===== config.mk =====
export PLATFORM = sky130hd
export DESIGN_NAME = palette_loader_flat
export DESIGN_NICKNAME = d
export VERILOG_FILES = /design/src/rtl/palette_loader_if.sv /design/src/rtl/palette_loader.sv /design/src/flat_wrapper.sv
export SDC_FILE = /design/constraint.sdc
export NUM_CORES = 1
export LEC_CHECK = 0
export CORE_UTILIZATION = 60
export CTS_CLUSTER_DIAMETER = 40
export DETAILED_ROUTE_END_ITERATION = 6
export GPL_ROUTABILITY_DRIVEN = 0
export PLACE_DENSITY = 0.81
export SYNTH_ARGS = -nofsm -noshare
export SYNTH_HDL_FRONTEND = slang
export SYNTH_SLANG_ARGS = --single-unit

===== constraint.sdc =====
create_clock -name clk -period 6.45 [get_ports clk]
set_input_delay 1.6125 -clock clk [delete_from_list [all_inputs] [get_ports clk]]
set_output_delay 1.6125 -clock clk [all_outputs]
set_load 0.005 [all_outputs]

===== src/rtl/palette_loader_if.sv =====
// palette_loader_if: byte-source, palette-RAM write and status signals of the palette loader.
//   start, in_valid, in_data[7:0], vblank   core/video -> loader
//   in_ready                                loader -> byte source
//   load_color, load_color_index[5:0], load_color_data[23:0]   loader -> palette RAM
//   busy, done, overflow                    loader status
interface palette_loader_if;
  logic        start;
  logic        in_valid;
  logic [7:0]  in_data;
  logic        in_ready;
  logic        vblank;
  logic        load_color;
  logic [5:0]  load_color_index;
  logic [23:0] load_color_data;
  logic        busy;
  logic        done;
  logic        overflow;
  modport master (output start, in_valid, in_data, vblank,
                  input in_ready, load_color, load_color_index, load_color_data, busy, done, overflow);
  modport slave (input start, in_valid, in_data, vblank,
                 output in_ready, load_color, load_color_index, load_color_data, busy, done, overflow);
endinterface


===== src/rtl/palette_loader.sv =====
// palette_loader: assembles R,G,B bytes into 24-bit entries and writes them to the video palette RAM.
//   clk, reset (async active-high); bus = palette_loader_if.slave.
//   Define PAL_LOADER_VBLANK_GATE_EN to issue writes only while vblank=1.
module palette_loader #(
  parameter int ENTRIES    = 64,
  parameter int FIFO_DEPTH = 4
) (
  input logic              clk,
  input logic              reset,
  palette_loader_if.slave  bus
);
  typedef enum logic [1:0] {IDLE, LOAD, DRAIN, DONE} state_t;
  localparam int AW = $clog2(FIFO_DEPTH);
  state_t      state, state_n;
  logic [23:0] mem [FIFO_DEPTH];
  logic [AW:0] rp, wp;
  logic [1:0]  bc;
  logic [7:0]  r, g;
  logic [6:0]  pc;
  logic [5:0]  wi;
  logic        ovf, lc;
  logic [5:0]  lci;
  logic [23:0] lcd;
  logic        win, empty, full, active, accept, push, pop, last;
`ifdef PAL_LOADER_VBLANK_GATE_EN
  assign win = bus.vblank;
`else
  logic unused_vblank;
  assign unused_vblank = bus.vblank;
  assign win = 1'b1;
`endif
  assign empty  = rp == wp;
  assign full   = (rp[AW] != wp[AW]) && (rp[AW-1:0] == wp[AW-1:0]);
  assign active = state == LOAD || state == DRAIN;
  assign accept = bus.in_valid && bus.in_ready && !bus.start;
  assign push   = accept && bc == 2'd2;
  // start suppresses any pop so no stale write follows a restart
  assign pop    = !empty && win && active && !bus.start;
  assign last   = push && pc == 7'(ENTRIES - 1);
  assign bus.in_ready         = state == LOAD && !full;
  assign bus.busy             = active;
  assign bus.done             = state == DONE;
  assign bus.overflow         = ovf;
  assign bus.load_color       = lc;
  assign bus.load_color_index = lci;
  assign bus.load_color_data  = lcd;
  always_ff @(posedge clk or posedge reset)
    if (reset) state <= IDLE;
    else state <= state_n;
  // DRAIN only sees an empty FIFO right after the final pop, so empty means the last write is out
  always_comb begin
    state_n = state;
    state_n = bus.start ? LOAD :
              state == LOAD ? (last ? DRAIN : LOAD) :
              state == DRAIN ? (empty ? DONE : DRAIN) : state;
  end
  always_ff @(posedge clk)
    if (push) mem[wp[AW-1:0]] <= {r, g, bus.in_data};
  always_ff @(posedge clk or posedge reset)
    if (reset) begin
      rp <= '0;
      wp <= '0;
      bc <= '0;
      r <= '0;
      g <= '0;
      pc <= '0;
      wi <= '0;
      ovf <= 1'b0;
      lc <= 1'b0;
      lci <= '0;
      lcd <= '0;
    end else if (bus.start) begin
      rp <= '0;
      wp <= '0;
      bc <= '0;
      pc <= '0;
      wi <= '0;
      ovf <= 1'b0;
      lc <= 1'b0;
    end else begin
      if (accept) bc <= bc == 2'd2 ? 2'd0 : bc + 2'd1;
      if (accept && bc == 2'd0) r <= bus.in_data;
      if (accept && bc == 2'd1) g <= bus.in_data;
      if (push) begin
        wp <= wp + 1'b1;
        pc <= pc + 7'd1;
      end
      if (pop) begin
        rp <= rp + 1'b1;
        wi <= wi + 6'd1;
        lci <= wi;
        lcd <= mem[rp[AW-1:0]];
      end
      lc <= pop;
      if (bus.in_valid && (state == DRAIN || state == DONE)) ovf <= 1'b1;
    end
endmodule

===== src/flat_wrapper.sv =====
// flat-port wrapper written by rule: the top's interface ports become plain ports
module palette_loader_flat 
#(
  parameter int ENTRIES    = 64,
  parameter int FIFO_DEPTH = 4
)
  (clk, reset, bus_start, bus_in_valid, bus_in_data, bus_vblank, bus_in_ready, bus_load_color, bus_load_color_index, bus_load_color_data, bus_busy, bus_done, bus_overflow);
  palette_loader_if bus_i ();
  input logic clk;
  input logic reset;
  input wire logic [$bits(bus_i.start)-1:0] bus_start;
  input wire logic [$bits(bus_i.in_valid)-1:0] bus_in_valid;
  input wire logic [$bits(bus_i.in_data)-1:0] bus_in_data;
  input wire logic [$bits(bus_i.vblank)-1:0] bus_vblank;
  output wire logic [$bits(bus_i.in_ready)-1:0] bus_in_ready;
  output wire logic [$bits(bus_i.load_color)-1:0] bus_load_color;
  output wire logic [$bits(bus_i.load_color_index)-1:0] bus_load_color_index;
  output wire logic [$bits(bus_i.load_color_data)-1:0] bus_load_color_data;
  output wire logic [$bits(bus_i.busy)-1:0] bus_busy;
  output wire logic [$bits(bus_i.done)-1:0] bus_done;
  output wire logic [$bits(bus_i.overflow)-1:0] bus_overflow;
  assign bus_i.start = bus_start;
  assign bus_i.in_valid = bus_in_valid;
  assign bus_i.in_data = bus_in_data;
  assign bus_i.vblank = bus_vblank;
  assign bus_in_ready = bus_i.in_ready;
  assign bus_load_color = bus_i.load_color;
  assign bus_load_color_index = bus_i.load_color_index;
  assign bus_load_color_data = bus_i.load_color_data;
  assign bus_busy = bus_i.busy;
  assign bus_done = bus_i.done;
  assign bus_overflow = bus_i.overflow;
  palette_loader #(.ENTRIES(ENTRIES), .FIFO_DEPTH(FIFO_DEPTH)) u_core (.clk(clk), .reset(reset), .bus(bus_i));
endmodule

==> reports/metrics.csv, run 1 <==
metric,value,unit
outcome,"complete, no violations",
FF/Latch Area,4660,um2
sequential area share after synthesis,71.3,%
setup ws final,2.27,ns
CP required,4.84,ns
H-tree Lvls,4,
Most used DFF post-synth,edfxtp_1,
Total Routing Usage GR,23.1,%
Yosys warnings,0,
LEAKAGE,2.83,nW
Fmax,239,MHz
CTS tree,built,
CP startpoint,u_core.rp[0],
Tightest Pin Transition,1.29,ns
Tcrit/Tclk final,64.8,%
Mapped Area,6530,um2
"non-filler cells, final",575,
post-synthesis cell count,369,
final hold vios,0,
Critical Path AT,2.57,ns
Pwr Total,2.96,mW
post-route cell area,7720,um2
RSZ-0062 raised after global routing,false,
RR Endpoint,u_core.mem[2][8],
number of fillers in the final layout,588,
CP Launch Type,flip-flop,
min cycle time layout,4.18,ns
Crit Reg-Reg Startpoint,u_core.rp[0],
syn_area_per_cell,17.7,um2
Num CTS Buffers,17,
Clock Sinks,167,
Port Buffer Count,46,
post-synthesis async set-or-reset flop share,42.5,%
worst hold margin,0.510,ns
Syn Nets,392,
Core ar.,10500,um2
Worst Clk Skew,0.0112,ns
Crit. End Element,output pin,
chip height,106,um
ant diodes,0,
initial core utilization,62.4,%
Worst Setup EP,bus_in_ready,
Die ar.,11300,um2
Area Growth Syn to Fin,18.2,%
share of cells above drive strength 1,25.7,%
1st-iter DRT viols,179,
reg2reg setup slack,3.49,ns
worst skew pair latency,0.52,ns
WL/cell,20.5,um
cell with the most instances after synthesis,edfxtp_1,
I/O pins,48,
via count,3386,
remaining antenna violation count,0,
CTS root buf,clkbuf_8,
row count,37,
ranking of synthesized cells by area,"edfxtp_1 44%, dfrtp_1 27%, mux4_2 8.3%",
post-route setup TNS,0,ns
area fraction of the dominant cell type after synthesis,44.1,%
first-pass detailed-route iteration total,4,
first-pass GRT wire length,18.7,mm
VDD IR max,0.200,mV
CTS max path bufs,2,
post-placement setup slack,2.64,ns
PostCTS Resize Cnt,0,
power density cells,383,nW/um2
DIE WIDTH,106,um
post-synthesis cell type count,34,
Final #Nets,449,
CTS Hold Bufs,0,
Setup CP Type,reg -> out,
"Core Util, Final",73.8,%
CTS clock-pin slew for the worst setup and hold paths,0.06,ns
footprint of the multi-input gates,1770,um2
headroom to the max-slew limit,13.4,%
biggest fanout along the worst timing path,28,
grt total ovfl,0,
post-CTS setup buffers,0,
Post-synth EDFFs,96,
Reg2Reg Depth,4,
final setup vio count,0,
"top cells by count, synth","96 x edfxtp_1, 71 x dfrtp_1, 45 x mux2_2",
DRC,0,
Max Cap Viol,0,
DP HPWL,6.44,mm
Synth Register Bits,167,
antenna violations before repair,0,
Max Slew Vio Count,0,
dpl cells,543,
"area leader, netlist",edfxtp_1,
Placed Area,7170,um2
Vias/cell,5.89,
largest net degree at the start of global routing,44,
"wirelength, routed",11.8,mm
HP Class,reg -> reg,
vias in the first global route,3601,
registers in the layout, indices dropped and copies added, names as in the netlist, 2 cells and up:
signal,flops
u_core.bc,2
u_core.mem,96
u_core.wi,6
u_core.pc,7
u_core.g,8
u_core.r,8
u_core.bus.load_color_data,24
u_core.bus.load_color_index,6
u_core.state,2
u_core.wp,3
u_core.rp,3
where the power goes:
part           switching, mW  internal [mW]  leakage (nW)  total, mW
clock network          0.391          0.551         0.248      0.942
registers              0.149           1.29          1.76       1.44
logic                  0.195          0.380         0.815      0.575
critical path, cell delays in order (launching register included):
cell,delay [ns]
dfrtp_2,1.00
xor2_1,0.24
nor2_1,0.07
a21boi_0,0.20
clkdlybuf4s50_1,0.53
per-layer routing:
| metal | part of all wire [%] | up-vias | track usage [%] | wire length (um) |
|---|---|---|---|---|
| met1 | 42 | 1782 | 29.6 | 4920 |
| li1 | - | 1517 | - | - |
| met2 | 54 | 79 | 38.5 | 6330 |
| met4 | 0.79 | 0 | 8.83 | 93 |
| met3 | 3.8 | 8 | 5.58 | 451 |
| met5 | 0 | - | 0 | 0 |
logic make-up (layout without fill, tap and decap cells):
family          count (synthesis)  in the layout  synth area share, %
simple gates                   47             47                 3.83
fa+ha+maj                      10             10                 1.91
xor+xnor                       10             10                 1.34
compound gates                 35             35                 3.20
mux                            72             72                 16.5
flops                         167            167                 71.3
buf+inv                        28             98                 1.90
area by class of cell:
class / instances / share of cell area, %
multi-input combinational: 174 / 22.9
clock buffer: 21 / 5.56
tap: 136 / 2.20
sequential: 167 / 60.4
inverter: 12 / 0.583
timing repair buffer: 54 / 6.74
clock inverter: 11 / 1.64
worst min-delay path by stage:
| stage | cells past startpoint | start | to | slack, ns |
|---|---|---|---|---|
| final | 1 | u_core.bus.load_color_index[2] | u_core.bus.load_color_index[2] | 0.51 |
| after global routing | 1 | u_core.bus.load_color_data[11] | u_core.bus.load_color_data[11] | 0.53 |
| after CTS | 1 | u_core.bus.load_color_index[2] | u_core.bus.load_color_index[2] | 0.51 |
| after detailed placement | 1 | u_core.bus.load_color_data[14] | u_core.bus.load_color_data[14] | 0.50 |
| after global placement | 0 | u_core.g[0] | u_core.mem[0][8] | 0.48 |
| after floorplan | 0 | u_core.g[2] | u_core.mem[0][10] | 0.47 |
cell usage in the layout, fill, tap and decap left out, types with 3 or more instances in the layout:
cell type	n
edfxtp_1	96
dfrtp_1	70
clkdlybuf4s50_1	46
mux2_2	45
mux4_2	24
clkbuf_16	16
a21oi_1	14
inv_1	11
o21ai_0	11
ha_1	10
nor2_1	9
or3_1	9
nand2_1	8
buf_4	8
xnor2_1	6
clkinvlp_4	6
nand3_1	5
xor2_1	4
clkbuf_1	4
nand2b_1	3
nor3_1	3
o31ai_1	3
nor3b_2	3
Power figures use the tool's default switching activity.
==> inputs of run 2 (changes only) <==
--- a/config.mk
+++ b/config.mk
@@ -5,11 +5,11 @@
 export SDC_FILE = /design/constraint.sdc
 export NUM_CORES = 1
 export LEC_CHECK = 0
-export CORE_UTILIZATION = 60
+export CORE_UTILIZATION = 52
 export CTS_CLUSTER_DIAMETER = 40
 export DETAILED_ROUTE_END_ITERATION = 6
 export GPL_ROUTABILITY_DRIVEN = 0
-export PLACE_DENSITY = 0.81
+export PLACE_DENSITY = 0.75
 export SYNTH_ARGS = -nofsm -noshare
 export SYNTH_HDL_FRONTEND = slang
 export SYNTH_SLANG_ARGS = --single-unit
==> constraint.sdc (replaced) <==
create_clock -name clk -period 3.45 [get_ports clk]
set_input_delay 0.8625 -clock clk [delete_from_list [all_inputs] [get_ports clk]]
set_output_delay 0.8625 -clock clk [all_outputs]
set_load 0.005 [all_outputs]
==> run 2 against run 1 <==
Against the previous run: routed wire length is 8.6% lower; combinational power grew 100%; die area rose by 15%; count of clock-buffer cells in the layout rose by 3; final area is 2.1% higher; register-to-register slack got worse by 2.4 ns; final cell count increased by 6.4%; largest cell class unchanged; largest power group unchanged.
==> reports/metrics.csv, run 2 (synthesized netlist as in run 1, its figures left out) <==
metric,value,unit,change
VDD IR max,0.412,mV,+110%
first-pass GRT wire length,17.6,mm,-5.8%
number of fillers in the final layout,832,,+41%
chip height,114,um,+7.3%
final setup vio count,0,,unchanged
Total Routing Usage GR,18.7,%,-4.4 points
DP HPWL,6.41,mm,-0.59%
vias in the first global route,3435,,-4.6%
Num CTS Buffers,17,,unchanged
Tcrit/Tclk final,83.4,%,
antenna violations before repair,0,,unchanged
Critical Path AT,2.02,ns,-0.55 ns
power density cells,707,nW/um2,+84%
Final #Nets,454,,+1.1%
row count,40,,+8.1%
Port Buffer Count,46,,unchanged
first-pass detailed-route iteration total,4,,unchanged
initial core utilization,53.9,%,-8.5 points
post-CTS setup buffers,0,,unchanged
largest net degree at the start of global routing,43,,-2.3%
setup ws final,0.571,ns,-1.70 ns
DIE WIDTH,114,um,+7.3%
Clock Sinks,167,,unchanged
biggest fanout along the worst timing path,12,,-57%
Tightest Pin Transition,0.862,ns,-0.426 ns
Setup CP Type,reg -> out,,
post-placement setup slack,0.473,ns,-2.16 ns
ant diodes,0,,unchanged
Crit Reg-Reg Startpoint,u_core.state[1],,
min cycle time layout,2.88,ns,
Worst Clk Skew,0.00647,ns,-0.00469 ns
final hold vios,0,,unchanged
headroom to the max-slew limit,42.5,%,+29 points
"commonest cells after routing, fill and taps aside","96 x edfxtp_1, 71 x dfrtp_1, 46 x clkdlybuf4s50_1",,
Crit path max-delay family,buffers and inverters,,
reg2reg setup slack,1.10,ns,-2.39 ns
PostCTS Resize Cnt,0,,unchanged
Vias/cell,5.42,,-8.0%
share of cells above drive strength 1,26.6,%,+0.84 points
LEAKAGE,2.90,nW,+2.6%
Crit. End Element,output pin,,
"commonest non-fill, non-tap cell in the layout",edfxtp_1,,
Area Growth Syn to Fin,20.7,%,
CTS max path bufs,2,,unchanged
max reg flops,96,,unchanged
worst hold margin,0.499,ns,-0.0109 ns
I/O pins,48,,unchanged
HP Class,reg -> reg,,
cell depth of the worst setup path,5,,+1
Max Cap Viol,0,,unchanged
Core ar.,12100,um2,+16%
remaining antenna violation count,0,,unchanged
DRC,0,,unchanged
CP max-delay cell,clkdlybuf4s50_1,,
"Cell Chain, Critical Path",buf_4 -> xor2_1 -> nor2_1 -> a21boi_0 -> clkdlybuf4s50_1,,
Worst Path Buf+Inv,2,,+1
via count,3314,,-2.1%
RR Endpoint,u_core.mem[0][14],,
cell depth of the worst hold path,1,,unchanged
CTS clock-pin slew for the worst setup and hold paths,0.06,ns,about the same
H-tree Lvls,4,,unchanged
grt total ovfl,0,,unchanged
CP required,2.59,ns,-2.25 ns
Max Slew Vio Count,0,,unchanged
CTS Hold Bufs,0,,unchanged
1st-iter DRT viols,157,,-12%
Hold Startpoint,u_core.bus.load_color_data[18],,
Hold EP,u_core.bus.load_color_data[18],,
outcome,"complete, no violations",,
"wirelength, routed",10.8,mm,-8.6%
CP Launch Type,flip-flop,,
RSZ-0062 raised after global routing,false,,
WL/cell,17.6,um,-14%
Die ar.,13000,um2,+15%
worst skew pair latency,0.41,ns,-0.11 ns
Fmax,347,MHz,
CTS tree,built,,
CTS root buf,clkbuf_16,,
Reg2Reg Depth,6,,+2
Worst path max stage delay,0.53,ns,-0.47 ns
-- run 2: worst max path at each step --
stage	start	end
after floorplan	bus_in_valid	u_core.mem[0][0]
after global placement	bus_in_valid	u_core.mem[1][14]
after detailed placement	bus_in_valid	u_core.mem[0][14]
after CTS	u_core.rp[1]	bus_in_ready
after global routing	u_core.rp[1]	bus_in_ready
final	u_core.rp[1]	bus_in_ready
-- run 2: per-stage QoR --
step           power, mW  setup TNS (ns)  utilization [%]  instance area [um2]  std cells
2_1_floorplan       3.31          -37.54                -                 6530        369
3_3_place_gp        3.77               0             60.3                 7310        580
3_5_place_dp        3.82               0             60.3                 7310        580
4_1_cts             5.64               0             65.1                 7890        612
5_1_grt             5.84               0             65.1                 7890        612
6_report            5.57               0             65.1                 7890        612
-- run 2: metal layers --
metal	GRT usage (%)	routed length [um]
met1	23.8	4650
met2	30.7	5670
met3	4.13	285
met4	8.92	178
met5	0	0
-- run 2: where the power goes --
part	internal (mW)	switching, mW	leakage [nW]
clock	1.12	0.699	0.280
sequential	2.42	0.162	1.77
combinational	0.735	0.438	0.854
total	4.27	1.30	2.90
-- run 2: cell type report --
| cell class | instances | area (um2) | share of cell area (%) |
|---|---|---|---|
| Clock inverter | 8 | 98.8 | 1.25 |
| Sequential cell | 167 | 4660 | 59.1 |
| Tap cell | 168 | 210 | 2.67 |
| Clock buffer | 24 | 482 | 6.11 |
| Inverter | 12 | 45.0 | 0.571 |
| Multi-Input combinational cell | 174 | 1770 | 22.4 |
| Timing Repair Buffer | 59 | 621 | 7.87 |
==> inputs of run 3 (changes only) <==
--- a/config.mk
+++ b/config.mk
@@ -5,11 +5,11 @@
 export SDC_FILE = /design/constraint.sdc
 export NUM_CORES = 1
 export LEC_CHECK = 0
-export CORE_UTILIZATION = 52
+export CORE_UTILIZATION = 58
 export CTS_CLUSTER_DIAMETER = 40
 export DETAILED_ROUTE_END_ITERATION = 6
 export GPL_ROUTABILITY_DRIVEN = 0
-export PLACE_DENSITY = 0.75
+export PLACE_DENSITY = 0.79
 export SYNTH_ARGS = -nofsm -noshare
 export SYNTH_HDL_FRONTEND = slang
 export SYNTH_SLANG_ARGS = --single-unit
==> constraint.sdc (replaced) <==
create_clock -name clk -period 2.9 [get_ports clk]
set_input_delay 0.725 -clock clk [delete_from_list [all_inputs] [get_ports clk]]
set_output_delay 0.725 -clock clk [all_outputs]
set_load 0.005 [all_outputs]
==> run 3 against run 2 <==
Against the previous run: routed wire length rose by 8.2%; clock skew rose by 0.0017 ns; core utilization increased by 7.4 points; final cell count down 3.9%; register-to-register slack worse by 0.46 ns; critical path type unchanged; clock power is 16% higher; non-clock buffer count is 4 higher.
==> reports/metrics.csv, run 3 (synthesized netlist as in run 1, its figures left out) <==
metric,value,unit,change
DIE WIDTH,108,um,-5.2%
Max Slew Vio Count,0,,unchanged
CTS Hold Bufs,0,,unchanged
chip height,108,um,-5.2%
biggest fanout along the worst timing path,6,,-6
grt total ovfl,0,,unchanged
first-pass GRT wire length,18.4,mm,+4.5%
CTS tree,built,,
via count,3457,,+4.3%
"commonest non-fill, non-tap cell in the layout",edfxtp_1,,
final hold vios,0,,unchanged
DRC,0,,unchanged
post-CTS setup buffers,0,,unchanged
RSZ-0062 raised after global routing,false,,
"Cell Chain, Critical Path",xor2_1 -> nor2_1 -> a21boi_0 -> clkdlybuf4s50_1,,
headroom to the max-slew limit,50.7,%,+8.2 points
Critical Path AT,2.02,ns,about the same
initial core utilization,60.0,%,+6.1 points
VDD IR max,0.458,mV,+11%
CTS max path bufs,2,,unchanged
Fmax,364,MHz,
RR Endpoint,u_core.mem[2][21],,
Port Buffer Count,46,,unchanged
Die ar.,11700,um2,-10%
min cycle time layout,2.74,ns,
Hold EP,u_core.bus.load_color_data[21],,
PostCTS Resize Cnt,0,,unchanged
Vias/cell,5.88,,+8.6%
Tightest Pin Transition,0.739,ns,-0.123 ns
post-route setup TNS,0,ns,unchanged
power density cells,838,nW/um2,+19%
CTS root buf,clkbuf_8,,
worst hold margin,0.504,ns,+0.00525 ns
worst skew pair latency,0.53,ns,+0.12 ns
H-tree Lvls,4,,unchanged
ant diodes,0,,unchanged
cell depth of the worst hold path,1,,unchanged
"non-filler cells, final",588,,-3.9%
"wirelength, routed",11.7,mm,+8.2%
Worst Clk Skew,0.00817,ns,+0.00170 ns
Max Cap Viol,0,,unchanged
row count,38,,-5.0%
Pwr Total,6.61,mW,+19%
reg2reg setup slack,0.64,ns,-0.46 ns
Num CTS Buffers,17,,unchanged
Setup CP Type,reg -> out,,
max reg flops,96,,unchanged
"commonest cells after routing, fill and taps aside","96 x edfxtp_1, 71 x dfrtp_1, 46 x clkdlybuf4s50_1",,
Crit Reg-Reg Startpoint,u_core.state[1],,
LEAKAGE,2.93,nW,+1.2%
Reg2Reg Depth,6,,unchanged
CTS clock-pin slew for the worst setup and hold paths,0.06,ns,about the same
CP required,2.17,ns,-0.42 ns
I/O pins,48,,unchanged
outcome,"complete, no violations",,
largest net degree at the start of global routing,72,,+67%
Hold Startpoint,u_core.bus.load_color_data[21],,
"Core Util, Final",72.5,%,+7.4 points
antenna violations before repair,0,,unchanged
WL/cell,19.8,um,+13%
Crit. End Element,output pin,,
dpl cells,556,,-4.1%
Worst path max stage delay,0.53,ns,about the same
HP Class,reg -> reg,,
remaining antenna violation count,0,,unchanged
CP max-delay cell,clkdlybuf4s50_1,,
final setup vio count,0,,unchanged
share of cells above drive strength 1,27.0,%,+0.43 points
first-pass detailed-route iteration total,5,,+1
1st-iter DRT viols,186,,+18%
vias in the first global route,3607,,+5.0%
DP HPWL,6.84,mm,+6.8%
Area Growth Syn to Fin,20.8,%,about the same
Clock Sinks,167,,unchanged
CP Launch Type,flip-flop,,
Total Routing Usage GR,22.2,%,+3.5 points
Final #Nets,458,,+0.88%
Core ar.,10900,um2,-10%
Tcrit/Tclk final,94.6,%,
run 3: final cells by class:
class	instances	area, um2
repair buffers	63	663
fillers	668	3000
inverters	12	45.0
flip-flops and latches	167	4660
well taps	140	175
clock inverters	12	129
clock buffers	20	425
multi-input cells	174	1800
run 3: power breakdown:
part	total [mW]	internal (mW)	leakage (nW)	switching (mW)
combinational	1.43	0.884	0.907	0.541
sequential	3.08	2.88	1.77	0.202
clock	2.11	1.22	0.262	0.887
run 3: metal layers:
metal	global-route usage (%)	vias to the layer above	routed length [um]
li1	-	1540	-
met1	27.1	1804	4770
met2	38.3	92	6240
met3	5.61	21	428
met4	8.02	0	219
met5	0	-	0
run 3: critical path: cells and delay by family (launching register included):
kind,cells,cell delay (ns)
buffers and inverters,1,0.53
DFF,1,0.48
xor gates and xnor gates,1,0.21
AOI/OAI and AO/OA,1,0.20
and+or+nand+nor,1,0.08
run 3: per-stage QoR:
stage          area, um2  worst slack [ns]
2_1_floorplan       6550           -0.0153
3_3_place_gp        7340             0.197
3_5_place_dp        7340             0.157
4_1_cts             7890             0.115
5_1_grt             7890            0.0330
6_report            7890             0.156
run 3: how the worst max path moves through the flow:
stage | startpoint | to | depth (start not counted)
after floorplan | bus_in_valid | u_core.mem[0][0] | 5
after global placement | bus_in_valid | u_core.mem[1][14] | 5
after detailed placement | bus_in_valid | u_core.pc[3] | 6
after CTS | u_core.wp[1] | bus_in_ready | 4
after global routing | u_core.wp[1] | bus_in_ready | 4
final | u_core.wp[1] | bus_in_ready | 4
